**src/rtl/instr_fetch_unit_if.sv**
```systemverilog
// Fetch-unit bundle: control-unit commands, instruction-memory handshake and decoded outputs.
// The fetch unit is the slave; the control unit / memory side (or a bench) is the master.
interface instr_fetch_unit_if;
  logic        fetch_req;
  logic        pc_inc;
  logic        pc_load;
  logic [31:0] pc_load_value;
  logic        imem_req;
  logic [31:0] imem_addr;
  logic        imem_ready;
  logic [31:0] imem_rdata;
  logic [31:0] program_counter;
  logic [31:0] instruction;
  logic [6:0]  opcode;
  logic [4:0]  rd_idx;
  logic [4:0]  rs1_idx;
  logic [4:0]  rs2_idx;
  logic [31:0] imm;
  logic        instr_valid;
  logic        fetch_busy;
  logic        fetch_error;

  modport slave (
    input  fetch_req, pc_inc, pc_load, pc_load_value, imem_ready, imem_rdata,
    output imem_req, imem_addr, program_counter, instruction, opcode,
           rd_idx, rs1_idx, rs2_idx, imm, instr_valid, fetch_busy, fetch_error
  );

  modport master (
    output fetch_req, pc_inc, pc_load, pc_load_value, imem_ready, imem_rdata,
    input  imem_req, imem_addr, program_counter, instruction, opcode,
           rd_idx, rs1_idx, rs2_idx, imm, instr_valid, fetch_busy, fetch_error
  );
endinterface

```
**src/rtl/instr_fetch_unit.sv**
```systemverilog
// Multicycle RV32I fetch/decode front stage: PC register, one-word fetch over a ready
// handshake with timeout/misalignment abort, and combinational field decode of the held word.
module instr_fetch_unit #(
  parameter logic [31:0] RESET_PC       = 32'h0000_0000,
  parameter int unsigned TIMEOUT_CYCLES = 16,
  parameter logic [31:0] NOP_WORD       = 32'h0000_0013
) (
  input logic              clk,
  input logic              rst,
  instr_fetch_unit_if.slave bus
);

  localparam int unsigned CNT_W = (TIMEOUT_CYCLES > 1) ? $clog2(TIMEOUT_CYCLES) : 1;
  localparam logic [CNT_W-1:0] CNT_LAST = CNT_W'(TIMEOUT_CYCLES - 1);

  typedef enum logic [1:0] {
    IDLE = 2'd0,
    REQ  = 2'd1,
    DONE = 2'd2
  } state_e;

  state_e           state_q;
  logic [31:0]      pc_q;
  logic [31:0]      pc_d;
  logic [31:0]      addr_q;
  logic [31:0]      instr_q;
  logic             req_q;
  logic             valid_q;
  logic             err_q;
  logic [CNT_W-1:0] cnt_q;

  function automatic logic [31:0] imm_decode(input logic [31:0] w);
    logic [31:0] r;
    case (w[6:0])
      7'b0010011, 7'b0000011, 7'b1100111, 7'b1110011:
        r = {{20{w[31]}}, w[31:20]};
      7'b0100011:
        r = {{20{w[31]}}, w[31:25], w[11:7]};
      7'b1100011:
        r = {{19{w[31]}}, w[31], w[7], w[30:25], w[11:8], 1'b0};
      7'b0110111, 7'b0010111:
        r = {w[31:12], 12'h000};
      7'b1101111:
        r = {{11{w[31]}}, w[31], w[19:12], w[20], w[30:21], 1'b0};
      default:
        r = 32'h0000_0000;
    endcase
    return r;
  endfunction

  // Next PC: commands only take effect while idle, load wins over increment
  always_comb begin
    pc_d = pc_q;
    if (state_q == IDLE) begin
      if (bus.pc_load) begin
        pc_d = bus.pc_load_value;
      end else if (bus.pc_inc) begin
        pc_d = pc_q + 32'd4;
      end else begin
        pc_d = pc_q;
      end
    end else begin
      pc_d = pc_q;
    end
  end

  // Fetch FSM with registered handshake, status and captured instruction word
  always_ff @(posedge clk or negedge rst) begin
    if (!rst) begin
      state_q <= IDLE;
      pc_q    <= RESET_PC;
      addr_q  <= 32'h0000_0000;
      instr_q <= NOP_WORD;
      req_q   <= 1'b0;
      valid_q <= 1'b0;
      err_q   <= 1'b0;
      cnt_q   <= '0;
    end else begin
      pc_q    <= pc_d;
      valid_q <= 1'b0;
      case (state_q)
        IDLE: begin
          if (bus.fetch_req) begin
            if (pc_q[1:0] != 2'b00) begin
              instr_q <= NOP_WORD;
              err_q   <= 1'b1;
              valid_q <= 1'b1;
              state_q <= DONE;
            end else begin
              addr_q  <= pc_q;
              req_q   <= 1'b1;
              cnt_q   <= '0;
              state_q <= REQ;
            end
          end
        end
        REQ: begin
          // A response arriving on the last allowed cycle still counts as success
          if (bus.imem_ready) begin
            instr_q <= bus.imem_rdata;
            err_q   <= 1'b0;
            req_q   <= 1'b0;
            valid_q <= 1'b1;
            state_q <= DONE;
          end else if (cnt_q == CNT_LAST) begin
            instr_q <= NOP_WORD;
            err_q   <= 1'b1;
            req_q   <= 1'b0;
            valid_q <= 1'b1;
            state_q <= DONE;
          end else begin
            cnt_q <= cnt_q + {{(CNT_W-1){1'b0}}, 1'b1};
          end
        end
        DONE: begin
          state_q <= IDLE;
        end
        default: begin
          req_q   <= 1'b0;
          state_q <= IDLE;
        end
      endcase
    end
  end

  assign bus.imem_req        = req_q;
  assign bus.imem_addr       = addr_q;
  assign bus.fetch_busy      = req_q;
  assign bus.program_counter = pc_q;
  assign bus.instruction     = instr_q;
  assign bus.instr_valid     = valid_q;
  assign bus.fetch_error     = err_q;
  assign bus.opcode          = instr_q[6:0];
  assign bus.rd_idx          = instr_q[11:7];
  assign bus.rs1_idx         = instr_q[19:15];
  assign bus.rs2_idx         = instr_q[24:20];
  assign bus.imm             = imm_decode(instr_q);

endmodule

```
**src/flat_wrapper.sv**
```systemverilog
// flat-port wrapper written by rule: the top's interface ports become plain ports
module instr_fetch_unit_flat 
#(
  parameter logic [31:0] RESET_PC       = 32'h0000_0000,
  parameter int unsigned TIMEOUT_CYCLES = 16,
  parameter logic [31:0] NOP_WORD       = 32'h0000_0013
)
  (clk, rst, bus_fetch_req, bus_pc_inc, bus_pc_load, bus_pc_load_value, bus_imem_ready, bus_imem_rdata, bus_imem_req, bus_imem_addr, bus_program_counter, bus_instruction, bus_opcode, bus_rd_idx, bus_rs1_idx, bus_rs2_idx, bus_imm, bus_instr_valid, bus_fetch_busy, bus_fetch_error);
  instr_fetch_unit_if bus_i ();
  input logic clk;
  input logic rst;
  input wire logic [$bits(bus_i.fetch_req)-1:0] bus_fetch_req;
  input wire logic [$bits(bus_i.pc_inc)-1:0] bus_pc_inc;
  input wire logic [$bits(bus_i.pc_load)-1:0] bus_pc_load;
  input wire logic [$bits(bus_i.pc_load_value)-1:0] bus_pc_load_value;
  input wire logic [$bits(bus_i.imem_ready)-1:0] bus_imem_ready;
  input wire logic [$bits(bus_i.imem_rdata)-1:0] bus_imem_rdata;
  output wire logic [$bits(bus_i.imem_req)-1:0] bus_imem_req;
  output wire logic [$bits(bus_i.imem_addr)-1:0] bus_imem_addr;
  output wire logic [$bits(bus_i.program_counter)-1:0] bus_program_counter;
  output wire logic [$bits(bus_i.instruction)-1:0] bus_instruction;
  output wire logic [$bits(bus_i.opcode)-1:0] bus_opcode;
  output wire logic [$bits(bus_i.rd_idx)-1:0] bus_rd_idx;
  output wire logic [$bits(bus_i.rs1_idx)-1:0] bus_rs1_idx;
  output wire logic [$bits(bus_i.rs2_idx)-1:0] bus_rs2_idx;
  output wire logic [$bits(bus_i.imm)-1:0] bus_imm;
  output wire logic [$bits(bus_i.instr_valid)-1:0] bus_instr_valid;
  output wire logic [$bits(bus_i.fetch_busy)-1:0] bus_fetch_busy;
  output wire logic [$bits(bus_i.fetch_error)-1:0] bus_fetch_error;
  assign bus_i.fetch_req = bus_fetch_req;
  assign bus_i.pc_inc = bus_pc_inc;
  assign bus_i.pc_load = bus_pc_load;
  assign bus_i.pc_load_value = bus_pc_load_value;
  assign bus_i.imem_ready = bus_imem_ready;
  assign bus_i.imem_rdata = bus_imem_rdata;
  assign bus_imem_req = bus_i.imem_req;
  assign bus_imem_addr = bus_i.imem_addr;
  assign bus_program_counter = bus_i.program_counter;
  assign bus_instruction = bus_i.instruction;
  assign bus_opcode = bus_i.opcode;
  assign bus_rd_idx = bus_i.rd_idx;
  assign bus_rs1_idx = bus_i.rs1_idx;
  assign bus_rs2_idx = bus_i.rs2_idx;
  assign bus_imm = bus_i.imm;
  assign bus_instr_valid = bus_i.instr_valid;
  assign bus_fetch_busy = bus_i.fetch_busy;
  assign bus_fetch_error = bus_i.fetch_error;
  instr_fetch_unit #(.RESET_PC(RESET_PC), .TIMEOUT_CYCLES(TIMEOUT_CYCLES), .NOP_WORD(NOP_WORD)) u_core (.clk(clk), .rst(rst), .bus(bus_i));
endmodule
```
**config.mk**
```make
export PLATFORM = sky130hd
export DESIGN_NAME = instr_fetch_unit_flat
export DESIGN_NICKNAME = d
export VERILOG_FILES = /design/src/rtl/instr_fetch_unit_if.sv /design/src/rtl/instr_fetch_unit.sv /design/src/flat_wrapper.sv
export SDC_FILE = /design/constraint.sdc
export NUM_CORES = 1
export LEC_CHECK = 0
export CAP_MARGIN = 40
export CORE_MARGIN = 3
export CORE_UTILIZATION = 47
export CTS_CLUSTER_SIZE = 25
export DETAILED_ROUTE_END_ITERATION = 12
export PLACE_DENSITY_LB_ADDON = 0.15
export REMOVE_ABC_BUFFERS = 1
export SYNTH_ARGS = -nofsm -noshare
export SYNTH_HDL_FRONTEND = slang
export SYNTH_SLANG_ARGS = --single-unit
```
**constraint.sdc**
```tcl
create_clock -name clk -period 5.6 [get_ports clk]
set_input_delay 0.56 -clock clk [delete_from_list [all_inputs] [get_ports clk]]
set_output_delay 0.56 -clock clk [all_outputs]
set_load 0.05 [all_outputs]
```
== Yosys cells after proc, flatten, opt, wreduce, memory -nomap -nowiden ==
Cells that the tools add are included.
Word-level totals
  flip-flop bits (word level): 105
  input bits: 70
  output and inout port bits: 154
  logic and storage cells: 75
Cells by class
  add/sub/neg operators: 2
  eq/ne operators: 18
  mux-type cells: 33
  bitwise logic cells: 2
  reductions and logical operators: 12
Operators by type and width (count)
  2-to-1 mux 32 bit: 6
  one-hot mux 32 bit (5 select lines): 1
  one-hot mux 32 bit (2 select lines): 1
  adder 32 x 3 -> 32 bit (second input constant): 1
  == test 7 bit (second input constant): 4
  2-to-1 mux 4 bit: 4
  == test 7 x 5 -> 1 bit (second input constant): 2
  == test 7 x 6 -> 1 bit (second input constant): 2
  2-to-1 mux 1 bit: 12
  != test 2 bit (second input constant): 5
  2-to-1 mux 2 bit: 4
  one-hot mux 4 bit (2 select lines): 1
  AND reduction 4 bit: 2
  == test 7 x 2 -> 1 bit (second input constant): 1
  nonzero test 2 bit: 3
  AND reduction 5 bit: 1
  adder 4 x 1 -> 4 bit (second input constant): 1
  == test 4 bit (second input constant): 1
  one-hot mux 1 bit (2 select lines): 2
  one-hot mux 2 bit (2 select lines): 1
  AND reduction 2 bit: 2
  OR reduction 4 bit: 1
  != test 3 x 2 -> 1 bit (second input constant): 1
  one-hot mux 1 bit (3 select lines): 1
  other kinds (6): 7

== Logic depth before layout (Yosys ltp) ==
  word-level depth: 4
  mapped depth: 8
  depth with buffers taken out: 7

== Worst setup path before layout ==
OpenSTA, ideal clock, no wires.
  path type: register to output
  from: register u_core.instr_q[6] (netlist: u_core.bus.instruction[6])
  to: output port bus_imm[11]
  data arrival time: 2.761 ns
  required time: 5.040 ns
  setup slack: 2.279 ns
  stages on the path, launching flop included: 4
  path buffers: 1
  cells stage by stage: dfrtp_1 -> clkbuf_1 -> nand2_1 -> o41ai_1
On the way
  word-level cells in the longest chain between the ends: 3
  elaborated cells on any way between the ends: 12
  classes of those cells: 9 x eq/ne; 1 x mux; 2 x reduce/logical
RTL lines
  from (decl): RTL line instr_fetch_unit.sv:26  | logic [31:0] instr_q;
  from (signal assigned): RTL line instr_fetch_unit.sv:100  | instr_q <= bus.imem_rdata;
  == test 7 x 5 -> 1 bit (tied with other cells): RTL line instr_fetch_unit.sv:34  | case (w[6:0])
  OR reduction 4 bit / OR reduction 2 bit (equally long branches): RTL line instr_fetch_unit.sv:34
  one-hot mux 32 bit (5 select lines) (*): RTL line instr_fetch_unit.sv:34
  to (decl): RTL line flat_wrapper.sv:26  | output wire logic [$bits(bus_i.imm)-1:0] bus_imm;
Every way passes the cells marked *; elsewhere a longest branch is shown, timed or not.

== Worst setup path after layout ==
  from: register u_core.instr_q[2] (netlist: u_core.bus.instruction[2])
  to: output port bus_imm[22]
The elaborated chain is that of the path after synthesis.

==> impl_results.rst <==
.. list-table::
   :header-rows: 1

   * - Metric
     - Value
   * - Run status
     - finished clean
   * - Final worst slack
     - 1850 ps
   * - Buffers from clock root to sink, at most
     - 2
   * - Minimum clock period
     - 3750 ps
   * - Max-slew violation total from the final report
     - 0
   * - Seq cells post-synth
     - 105
   * - Top cells by instance count after synthesis
     - dfrtp_1, nand2_1, a22o_1
   * - Number of hold violations in the final report
     - 0
   * - Buf/Inv on CP
     - 1
   * - Count of flip-flops with a built-in enable after synthesis
     - 0
   * - Max-cap violation count
     - 0
   * - Horiz. Die Dim
     - 114 µm
   * - Leakage power
     - 3.48 nW
   * - Initial Utilization
     - 49.6%
   * - Cell Count, Final, Fillers Out
     - 863
   * - Sequential-to-total area share from yosys stat
     - 47.7%
   * - CTS HTree Levels
     - 3
   * - DRC errors left
     - 0
   * - Clk root buf
     - clkbuf_16
   * - Unrepaired setup endpoints after global routing
     - false
   * - Detail Placement HPWL
     - 12400 µm
   * - Overall power of the completed layout
     - 5.53 mW
   * - Async set-or-reset flop fraction in the synthesized netlist
     - 100%
   * - Share of cells above drive strength 1
     - 10.7%
   * - Vias per std cell
     - 5.86
   * - DRC marker count from the first detailed-route iteration
     - 490
   * - Top flip-flop cell by instance count after synthesis
     - dfrtp_1
   * - Final RePlAce weighted congestion
     - 0.869
   * - Register-to-register path setup slack
     - 3380 ps
   * - Slowest-stage cell, CP
     - clkdlybuf4s50_1
   * - Number of antenna violations at the first check in global routing
     - 1
   * - Top-count cell post-synth
     - dfrtp_1
   * - Top-level port count
     - 224
   * - Final Hold Slack
     - 174 ps
   * - Met1 routing resource usage after global routing
     - 32.4%
   * - First-pass iteration count of the detailed router
     - 6
   * - Worst endpoint data arrival time
     - 3190 ps
   * - Resized Gates After CTS
     - 0
   * - Largest net degree at the start of global routing
     - 53
   * - Period utilisation layout
     - 67.0%
   * - Final Util
     - 72.6%
   * - Critical Path Fanout Max
     - 12
   * - Count of placed standard cells including taps
     - 847
   * - Hold buffers post-CTS
     - 0
   * - Number of rows in the core area
     - 38
   * - Antenna-violating nets left
     - 0
   * - Total vias in the final route
     - 5053
   * - Crit path largest cell delay
     - 800 ps
   * - Length in cells of the worst reg-to-reg path
     - 6
   * - Final net count
     - 790
   * - Crit start category
     - flip-flop
   * - Cell area after layout
     - 0.00808 mm²
   * - Mean instance size in the synthesized netlist
     - 10.4 µm²
   * - Area growth, synth to finish
     - 46.5%
   * - Critical path start-end classification
     - flip-flop to primary output
   * - Sum of overflow across all layers after global routing
     - 0
   * - Count of buffers from port buffering
     - 223
   * - GRT Max-Usage Layer
     - met2
   * - Clock tree from TritonCTS
     - done
   * - Post-synth top area share
     - 46.3%
   * - Netlist cell types
     - 66
   * - Total number of yosys warnings
     - 0
   * - Pwr dens
     - 684 mW/mm²
   * - Mapped cell area
     - 0.00551 mm²
   * - Worst endpoint required time
     - 5040 ps
   * - Max transition margin
     - 41.1%
   * - Largest cells by area after synthesis
     - dfrtp_1, mux2_2, a22o_1
   * - Routed wire per std cell
     - 19.4 µm
   * - GRT Resource Usage Total
     - 25.1%
   * - Clock buffer count from CTS
     - 9
   * - Clock-pin transition on the worst setup and hold timing paths
     - 70 ps
   * - DIE HEIGHT
     - 114 µm
   * - Antenna cells
     - 0
   * - Post-CTS repair timing setup buffer count
     - 0
   * - Wire length of the first global-routing pass
     - 26400 µm
   * - Worst r2r src
     - u_core.bus.program_counter[2]$_DFFE_PN0P_
   * - Post-Place Worst Slack
     - 2250 ps
   * - Worst hold path class
     - input port to async pin
   * - Vias in the first global route
     - 4932
   * - Grt met2 use
     - 42.7%
   * - Clock latency of the later-clocked register in the worst-skew pair
     - 340 ps
   * - Reg-to-reg critical path endpoint
     - u_core.bus.program_counter[28]$_DFFE_PN0P_
   * - Dominant delay contributor by cell family on the critical path
     - buffers and inverters
   * - Mapped Cells
     - 529
   * - Area inside the core boundary
     - 0.0111 mm²
   * - Clock Skew
     - 8.53 ps
   * - Maximum ir drop on the vdd rail
     - 525 µV
   * - Upper clock frequency limit
     - 267 MHz
   * - Total wire length
     - 16700 µm
   * - Number of fill cells in the layout
     - 833
   * - CTS sink count
     - 105
   * - Cell taking the most area after synthesis
     - dfrtp_1
   * - GR Util met3
     - 5.81%
   * - Measured slew at the worst slew-check pin
     - 882 ps
   * - Endpoint kind of the worst setup timing path
     - primary output
   * - Final setup viols
     - 0
   * - Cells along the critical path
     - nor2_1, o211ai_1, a21oi_1, and2_1, a21o_1, clkdlybuf4s50_1
   * - Sum of negative setup slack
     - 0 ps
   * - Placed cell area
     - 0.00772 mm²
   * - Stages on worst setup path
     - 6
   * - Die area
     - 0.0131 mm²
layout make-up:
class	instances	area, µm²	area share [%]
Multi-Input combinational cell	360	2510	31.1
Clock inverter	5	128	1.58
Clock buffer	11	233	2.88
Timing Repair Buffer	233	2370	29.3
Tap cell	140	175	2.17
Sequential cell	105	2630	32.6
Inverter	9	33.8	0.418
where the power goes:
group | internal [mW] | switching [mW] | leakage (nW) | total [mW]
sequential | 1.07 | 0.382 | 1.27 | 1.45
clock | 0.483 | 0.271 | 0.170 | 0.753
combinational | 1.16 | 2.17 | 2.03 | 3.32
layout by cell type, fill, tap and decap left out, types with 10 or more instances in the layout:
cell,instances
o21ai_0,24
mux2_2,27
a21o_1,23
nor3_1,10
dfrtp_1,102
and2_1,12
nor2_1,23
clkdlybuf4s50_1,222
nand2_1,44
a21oi_1,27
nand3_1,26
a22o_1,33
worst max path at each step:
stage                                                     start           to  slack [ps]
after CTS                 u_core.bus.instruction[4]$_DFFE_PN1P_  bus_imm[16]        1870
final                     u_core.bus.instruction[2]$_DFFE_PN0P_  bus_imm[22]        1850
after global placement    u_core.bus.instruction[4]$_DFFE_PN1P_  bus_imm[16]        2370
after global routing      u_core.bus.instruction[2]$_DFFE_PN0P_  bus_imm[24]        1700
after detailed placement  u_core.bus.instruction[4]$_DFFE_PN1P_  bus_imm[16]        2250
after floorplan           u_core.bus.instruction[6]$_DFFE_PN0P_  bus_imm[11]        2040
per-layer routing:
layer / wire length (µm) / vias to the layer above
met5: 20 / -
met4: 286 / 2
met3: 1270 / 30
met2: 8560 / 223
met1: 6570 / 2475
li1: - / 2323
logic make-up after synthesis:
kind of cell,after synthesis,share of synthesized area [%]
mux,33,6.60
fa+ha+maj,2,0.454
simple gates,168,17.2
flops,105,47.7
compound gates,154,20.5
xor+xnor,3,0.477
buf+inv,64,7.03
registers in the layout, indices dropped and copies added, names as in the netlist:
| register | cells |
|---|---|
| u_core.bus.imem_addr | 32 |
| u_core.bus.instruction | 32 |
| u_core.bus.program_counter | 32 |
| u_core.cnt_q | 4 |
| u_core.state_q | 2 |
| u_core.bus.fetch_busy | 1 |
| u_core.bus.fetch_error | 1 |
| u_core.bus.instr_valid | 1 |
Power figures use the tool's default switching activity.
